==> src/rtl/trace_buffer.sv <==
// trace_buffer
//   Retirement trace capture buffer with a PC trigger and a post-trigger window.
//   Retiring instructions whose class is enabled in cfg_class_mask are written
//   into a circular array while the block is ARMED or in POST. A retire at
//   cfg_trig_pc, or a stop pulse, moves ARMED to POST. POST then records a
//   further post_left entries, or ends early on stop, and the block settles in
//   DONE. An arm pulse clears the buffer and starts a new capture from any
//   state.
//
// Ports
//   clk            : system clock; all state changes on its rising edge
//   reset          : asynchronous, active-low reset
//   ret_valid      : one instruction retires this cycle
//   ret_pc         : PC of the retiring instruction
//   ret_instr      : raw instruction; class is [3:0]
//   ret_wdata      : value written to rd, or 0 if none
//   cfg_class_mask : bit k records class k (k = 0..6); bit 7 records classes 7..15
//   cfg_trig_pc    : trigger PC
//   cfg_post       : post-trigger entry count; 0 selects POST_DEFAULT
//   arm            : pulse that clears the buffer and starts capture
//   stop           : pulse that forces a trigger (ARMED) or ends capture (POST)
//   rd_en, rd_idx  : read request; index 0 is the oldest valid entry
//   rd_data        : {pc, instr, wdata} of the entry read, one cycle after rd_en
//   rd_valid       : rd_data holds a valid entry
//   state          : 0 IDLE, 1 ARMED, 2 POST, 3 DONE
//   count          : number of valid entries, saturating at DEPTH

module trace_buffer #(
  parameter int DEPTH        = 16,
  parameter int POST_DEFAULT = DEPTH / 2,
  parameter int AW           = $clog2(DEPTH)
) (
  input  logic          clk,
  input  logic          reset,
  input  logic          ret_valid,
  input  logic [31:0]   ret_pc,
  input  logic [31:0]   ret_instr,
  input  logic [31:0]   ret_wdata,
  input  logic [7:0]    cfg_class_mask,
  input  logic [31:0]   cfg_trig_pc,
  input  logic [AW-1:0] cfg_post,
  input  logic          arm,
  input  logic          stop,
  input  logic          rd_en,
  input  logic [AW-1:0] rd_idx,
  output logic [95:0]   rd_data,
  output logic          rd_valid,
  output logic [1:0]    state,
  output logic [AW:0]   count
);

  typedef enum logic [1:0] {
    S_IDLE  = 2'd0,
    S_ARMED = 2'd1,
    S_POST  = 2'd2,
    S_DONE  = 2'd3
  } state_t;

  state_t        state_q;
  logic [AW-1:0] wr_ptr_q;
  logic [AW:0]   count_q;
  logic [AW:0]   post_left_q;

  logic [95:0]   mem [DEPTH];

  logic [3:0]    op_class;
  logic          class_en;
  logic          capturing;
  logic          rec;
  logic          trig_hit;
  logic [AW:0]   post_load;
  logic [AW-1:0] rd_addr;
  logic          rd_in_range;

  assign op_class  = ret_instr[3:0];
  // Classes 7..15 are undefined and share a single enable bit.
  assign class_en  = (op_class < 4'd7) ? cfg_class_mask[op_class[2:0]]
                                       : cfg_class_mask[7];
  assign capturing = (state_q == S_ARMED) || (state_q == S_POST);
  // arm restarts the capture, so a retire in the same cycle is discarded
  // rather than landing in the buffer that is being cleared.
  assign rec       = ret_valid && class_en && capturing && !arm;
  assign trig_hit  = rec && (ret_pc == cfg_trig_pc);
  assign post_load = (cfg_post == '0) ? (AW+1)'(POST_DEFAULT) : {1'b0, cfg_post};

  // Oldest entry sits at wr_ptr - count. Only the low AW bits of count matter
  // since the arithmetic wraps modulo DEPTH (count == DEPTH maps to 0).
  assign rd_addr     = wr_ptr_q - count_q[AW-1:0] + rd_idx;
  assign rd_in_range = ({1'b0, rd_idx} < count_q);

  // Capture FSM, write pointer, fill count and post-trigger counter.
  always_ff @(posedge clk or negedge reset) begin
    if (!reset) begin
      state_q     <= S_IDLE;
      wr_ptr_q    <= '0;
      count_q     <= '0;
      post_left_q <= '0;
    end else begin
      if (rec) begin
        wr_ptr_q <= wr_ptr_q + 1'b1;
        if (count_q != (AW+1)'(DEPTH)) count_q <= count_q + 1'b1;
      end

      if (arm) begin
        // arm wins over stop and restarts from any state.
        state_q     <= S_ARMED;
        wr_ptr_q    <= '0;
        count_q     <= '0;
        post_left_q <= post_load;
      end else begin
        case (state_q)
          S_ARMED: begin
            // The triggering record itself does not consume post_left.
            if (stop || trig_hit) state_q <= S_POST;
          end
          S_POST: begin
            if (rec) begin
              if (post_left_q != '0) post_left_q <= post_left_q - 1'b1;
              if (post_left_q <= (AW+1)'(1)) state_q <= S_DONE;
            end
            if (stop) state_q <= S_DONE;
          end
          default: state_q <= state_q;
        endcase
      end
    end
  end

  // Trace storage: one write port, one read port, no reset so it maps to RAM.
  always_ff @(posedge clk) begin
    if (rec) mem[wr_ptr_q] <= {ret_pc, ret_instr, ret_wdata};
  end

  // Read handshake: rd_en sampled at edge N presents rd_data at N+1 with
  // rd_valid high only when rd_idx addressed a valid entry; there is no
  // backpressure. The non-blocking read returns the pre-write contents when
  // the slot is written in the same cycle.
  always_ff @(posedge clk or negedge reset) begin
    if (!reset) begin
      rd_data  <= '0;
      rd_valid <= 1'b0;
    end else begin
      rd_valid <= rd_en && rd_in_range;
      if (rd_en) rd_data <= mem[rd_addr];
    end
  end

  assign state = state_q;
  assign count = count_q;

endmodule

==> config.mk <==
export PLATFORM = sky130hd
export DESIGN_NAME = trace_buffer
export DESIGN_NICKNAME = d
export VERILOG_FILES = /design/src/rtl/trace_buffer.sv
export SDC_FILE = /design/constraint.sdc
export NUM_CORES = 1
export LEC_CHECK = 0
export ABC_CLOCK_PERIOD_IN_PS = 9600
export CORE_AREA = 2 2 342 344
export DETAILED_ROUTE_END_ITERATION = 6
export DIE_AREA = 0 0 344 346
export HOLD_SLACK_MARGIN = 0.08
export PLACE_DENSITY = 0.81
export SETUP_SLACK_MARGIN = 0.2
export SLEW_MARGIN = 20
export SYNTH_ARGS = -nofsm -noshare
export SYNTH_HDL_FRONTEND = slang
export SYNTH_SLANG_ARGS = --single-unit
==> constraint.sdc <==
create_clock -name clk -period 9.6 [get_ports clk]
set_clock_uncertainty 0.2 [all_clocks]
set_input_delay 0.96 -clock clk [delete_from_list [all_inputs] [get_ports clk]]
set_output_delay 0.96 -clock clk [all_outputs]
set_load 0.02 [all_outputs]
==> metrics.log <==
INFO  metric run_status = finished, violations left
INFO  metric failed_checks = design-rule violations
INFO  metric yosys_register_bits = 1649
INFO  metric final.fill_count = between 6000 and 7000
INFO  metric ys_seq_area_share = 77.9%
INFO  metric postSynthCellCount = 2547
INFO  metric num_rows = 125
INFO  metric clock_tree.htree_level_count = 4
INFO  metric origin_of_the_critical_flop_to_flop_path = wr_ptr_q[0]$_DFFE_PN0P_
INFO  metric reg2reg_depth = 9
INFO  metric crit_path_start_kind = primary input
INFO  metric hold_viol = 0
INFO  metric die_width = 344 um
INFO  metric relSlewSlack = 21.8%
INFO  metric count_of_distinct_cell_types_in_the_synthesized_netlist = 40
INFO  metric grt_usage = 28.1%
INFO  metric drive_gt1_share = slightly below 30%
INFO  metric post-dp-hpwl = 81800 um
INFO  metric cts_buffers = between 150 and 200
INFO  metric synth_fp_nets = 2718
INFO  metric synth.cell_area = roughly 63000 um^2
INFO  metric clock_latency = between 700 and 800 ps
INFO  metric fmax = 0.173 GHz
INFO  metric worst_ir_drop_vdd = 0.000403 V
INFO  metric postLayoutCoreUtil = 63.1%
INFO  metric starting_utilization_of_the_core_area = 54.4%
INFO  metric fin_area = 72800 um^2
INFO  metric avgSynthCellArea = 24.7 um^2
INFO  metric drt_first_iter_violations = 4749
INFO  metric combPwrFrac = 32.3%
INFO  metric minimum_clock_period_after_layout = about 5800 ps
INFO  metric worstPathCellList = clkdlybuf4s50_1 -> mux2_2 -> o221ai_1 -> a21oi_1 -> buf_4 -> nand3_1 -> nor3_4 -> buf_4
INFO  metric clk_transition_reported_paths = around 60 ps
INFO  metric critical_path.most_common_cell = sky130_fd_sc_hd__buf_4
INFO  metric drt-vias-per-instance = 6.69
INFO  metric remaining_global_route_overflow = 0
INFO  metric power_report.internal_total = 15.4 mW
INFO  metric rsz0062_at_grt = false
INFO  metric dpl-instance-area = 67500 um^2
INFO  metric worst-path-max-fanout = 50
INFO  metric pin_count_of_the_biggest_net_entering_global_routing = 142
INFO  metric power.sequential.fraction = 38.6%
INFO  metric criticalPathCategory = in -> reg
INFO  metric cp.arrival = 5970 ps
INFO  metric synthToLayoutAreaGrowth = 15.8%
INFO  metric clock_tree_from_tritoncts = done
INFO  metric clock_path_buffers = 3
INFO  metric postRouteWirelength = 164000 um
INFO  metric antenna_found_initial = 14
INFO  metric grt_first_pass_wirelength = around 240000 um
INFO  metric sw_frac_of_total = 29.3%
INFO  metric reg2reg_to = rd_data[54]$_DFFE_PN0P_
INFO  metric post_cts_resize_count = 0
INFO  metric core_region_area = roughly 120000 um^2
INFO  metric timing.critical_path.slowest_cell_delay = around 1100 ps
INFO  metric grt_pass1_vias = 32400
INFO  metric power.static_leakage = 23.0 nW
INFO  metric critPathBufInv = 3
INFO  metric remaining_drc_errors = 2
INFO  metric cts_setup_buffers = 0
INFO  metric portBuffers = 253
INFO  metric setup_total_negative_slack = 0 ps
INFO  metric tightestPinTransition = roughly 1200 ps
INFO  metric req_time_crit_path = 9780 ps
INFO  metric layout_commonest_cell = sky130_fd_sc_hd__edfxtp_1
INFO  metric wire_per_inst = 36.0 um
INFO  metric post_cts_hold_buffer_count = 0
INFO  metric setup-violations-final = 0
INFO  metric synthesis.yosys.warnings = 0
INFO  metric ios = 254
INFO  metric power_density = approximately 300 nW/um^2
INFO  metric number_of_slew_limit_violations_in_the_final_report = 0
INFO  metric design.die.area = ~120000 um^2
INFO  metric place.detailed.instances = 4254
INFO  metric final_period_utilization = 60.3%
INFO  metric net-switching-power = 6.40 mW
INFO  metric vias = 30500
INFO  metric cp_top_family = buffers and inverters
INFO  metric ctsRootBufferMaster = sky130_fd_sc_hd__clkbuf_16
INFO  metric instances_no_fill = 4554
INFO  metric min_path_type = in -> async
INFO  metric die_h = 346 um
INFO  metric drt-pass1-iter-count = 7
INFO  metric cap_violations = 0
INFO  metric power.share.clock = 29.0%
INFO  metric ant_nets = 0
INFO  metric final_cell_mix = 1536 x sky130_fd_sc_hd__edfxtp_1, 480 x sky130_fd_sc_hd__mux4_2, 251 x sky130_fd_sc_hd__clkdlybuf4s50_1
INFO  metric clock_sinks = 1649
INFO  metric nets = around 3100
INFO  metric critPathSlowestCell = sky130_fd_sc_hd__clkdlybuf4s50_1
INFO  metric total_power = 21.8 mW
INFO  metric setup.reg_to_reg.worst_slack = 4170 ps
INFO  metric place_congestion = 0.780
INFO  metric critical_path.endpoint_type = flip-flop
## synthesized netlist by cell type (all sizes together)
cell	count	area [um^2]
mux2	99	1110
nor2b	2	12.5
nand4	8	50.1
a311o	1	10.0
or2	1	6.26
nor2	24	90.1
nor3	8	40.0
edfxtp	1536	46100
a31oi	3	18.8
inv	21	78.8
nand2	11	41.3
nand2b	4	25.0
nand3	8	40.0
o311ai	1	8.76
ha	18	225
mux2i	1	10.0
mux4	480	10800
a21oi	8	40.0
o221ai	1	8.76
o21ai	4	20.0
nor4	2	12.5
a211oi	4	30.0
a311oi	1	8.76
xor2	1	8.76
a221oi	1	15.0
or3	2	12.5
a21bo	1	10.0
clkbuf	73	274
o32ai	1	8.76
xnor2	44	400
dfrtp	113	2830
a2111oi	5	43.8
a21o	6	45.0
fa	3	60.1
o21a	2	15.0
buf	49	295
## cells by family (layout without fill, tap and decap cells)
| family | Yosys count | in the layout | synth area share [%] |
|---|---|---|---|
| xor gates and xnor gates | 45 | 45 | 0.651 |
| and+or+nand+nor | 70 | 70 | 0.526 |
| muxes | 580 | 580 | 19.0 |
| DFF | 1649 | 1649 | 77.9 |
| AOI/OAI and AO/OA | 39 | 39 | 0.450 |
| other | 0 | 8 | 0 |
| buffers and inverters | 143 | 618 | 1.03 |
| adders and majority gates | 21 | 21 | 0.454 |
## routing by layer
metal	track usage, %	share of wire (%)	vias to the layer above
li1	-	-	11600
met1	37.0	35	16100
met2	45.5	50	2382
met3	7.36	11	402
met4	10.3	3.5	14
met5	0	0.059	-
## how the worst max path moves through the flow
| stage | start | slack (ps) | depth (start not counted) | end |
|---|---|---|---|---|
| floorplan | ret_instr[2] | 80 | 6 | mem[1][0]$_DFFE_PP_ |
| global placement | rd_idx[1] | 3110 | 12 | rd_data[39]$_DFFE_PN0P_ |
| detailed placement | rd_idx[1] | 3190 | 12 | rd_data[7]$_DFFE_PN0P_ |
| CTS | wr_ptr_q[2]$_DFFE_PN0P_ | 3880 | 10 | rd_data[39]$_DFFE_PN0P_ |
| global route | ret_instr[2] | 3760 | 8 | mem[3][0]$_DFFE_PP_ |
| finish | ret_instr[2] | 3810 | 8 | mem[3][0]$_DFFE_PP_ |
## sequential cells by signal (all words and copies together) (netlist names)
| register | cells |
|---|---|
| rd_data | 96 |
| post_left_q | 5 |
| wr_ptr_q | 4 |
| mem | 1536 |
| count | 5 |
| rd_valid | 1 |
| state | 2 |
## layout make-up
type,count,area [um^2],area share (%)
Timing Repair Buffer,307,3160,4.34
Tap cell,1524,1910,2.62
Antenna cell,8,20.0,0.0275
Clock buffer,205,4200,5.77
Multi-Input combinational cell,755,13400,18.4
Clock inverter,85,1060,1.46
Sequential cell,1649,49000,67.3
Inverter,21,78.8,0.108
## worst register-to-register path: stages, from the launching register on
cell and delay [ps]:
sky130_fd_sc_hd__dfrtp_1 450, sky130_fd_sc_hd__inv_1 220, sky130_fd_sc_hd__ha_1 340, sky130_fd_sc_hd__inv_1 60, sky130_fd_sc_hd__ha_4 170, sky130_fd_sc_hd__fa_4 1540
sky130_fd_sc_hd__buf_4 940, sky130_fd_sc_hd__mux4_2 590, sky130_fd_sc_hd__mux4_2 510, sky130_fd_sc_hd__mux2_2 280
## power groups by stage
stage          registers [mW]  logic [mW]  clock network, mW
2_1_floorplan            8.70        4.68                  0
3_3_place_gp             8.56        6.59                  0
3_5_place_dp             8.57        6.81                  0
4_1_cts                  8.43        7.07               6.39
5_1_grt                  8.45        7.37               6.63
6_report                 8.43        7.06               6.34
## metrics by stage
stage	setup slack [ps]	hold WS (ps)
after floorplan	80.1	311
after global placement	3110	291
after detailed placement	3190	299
after CTS	3880	123
after global routing	3760	158
final	3810	119
(Power assumes the default switching activity.)
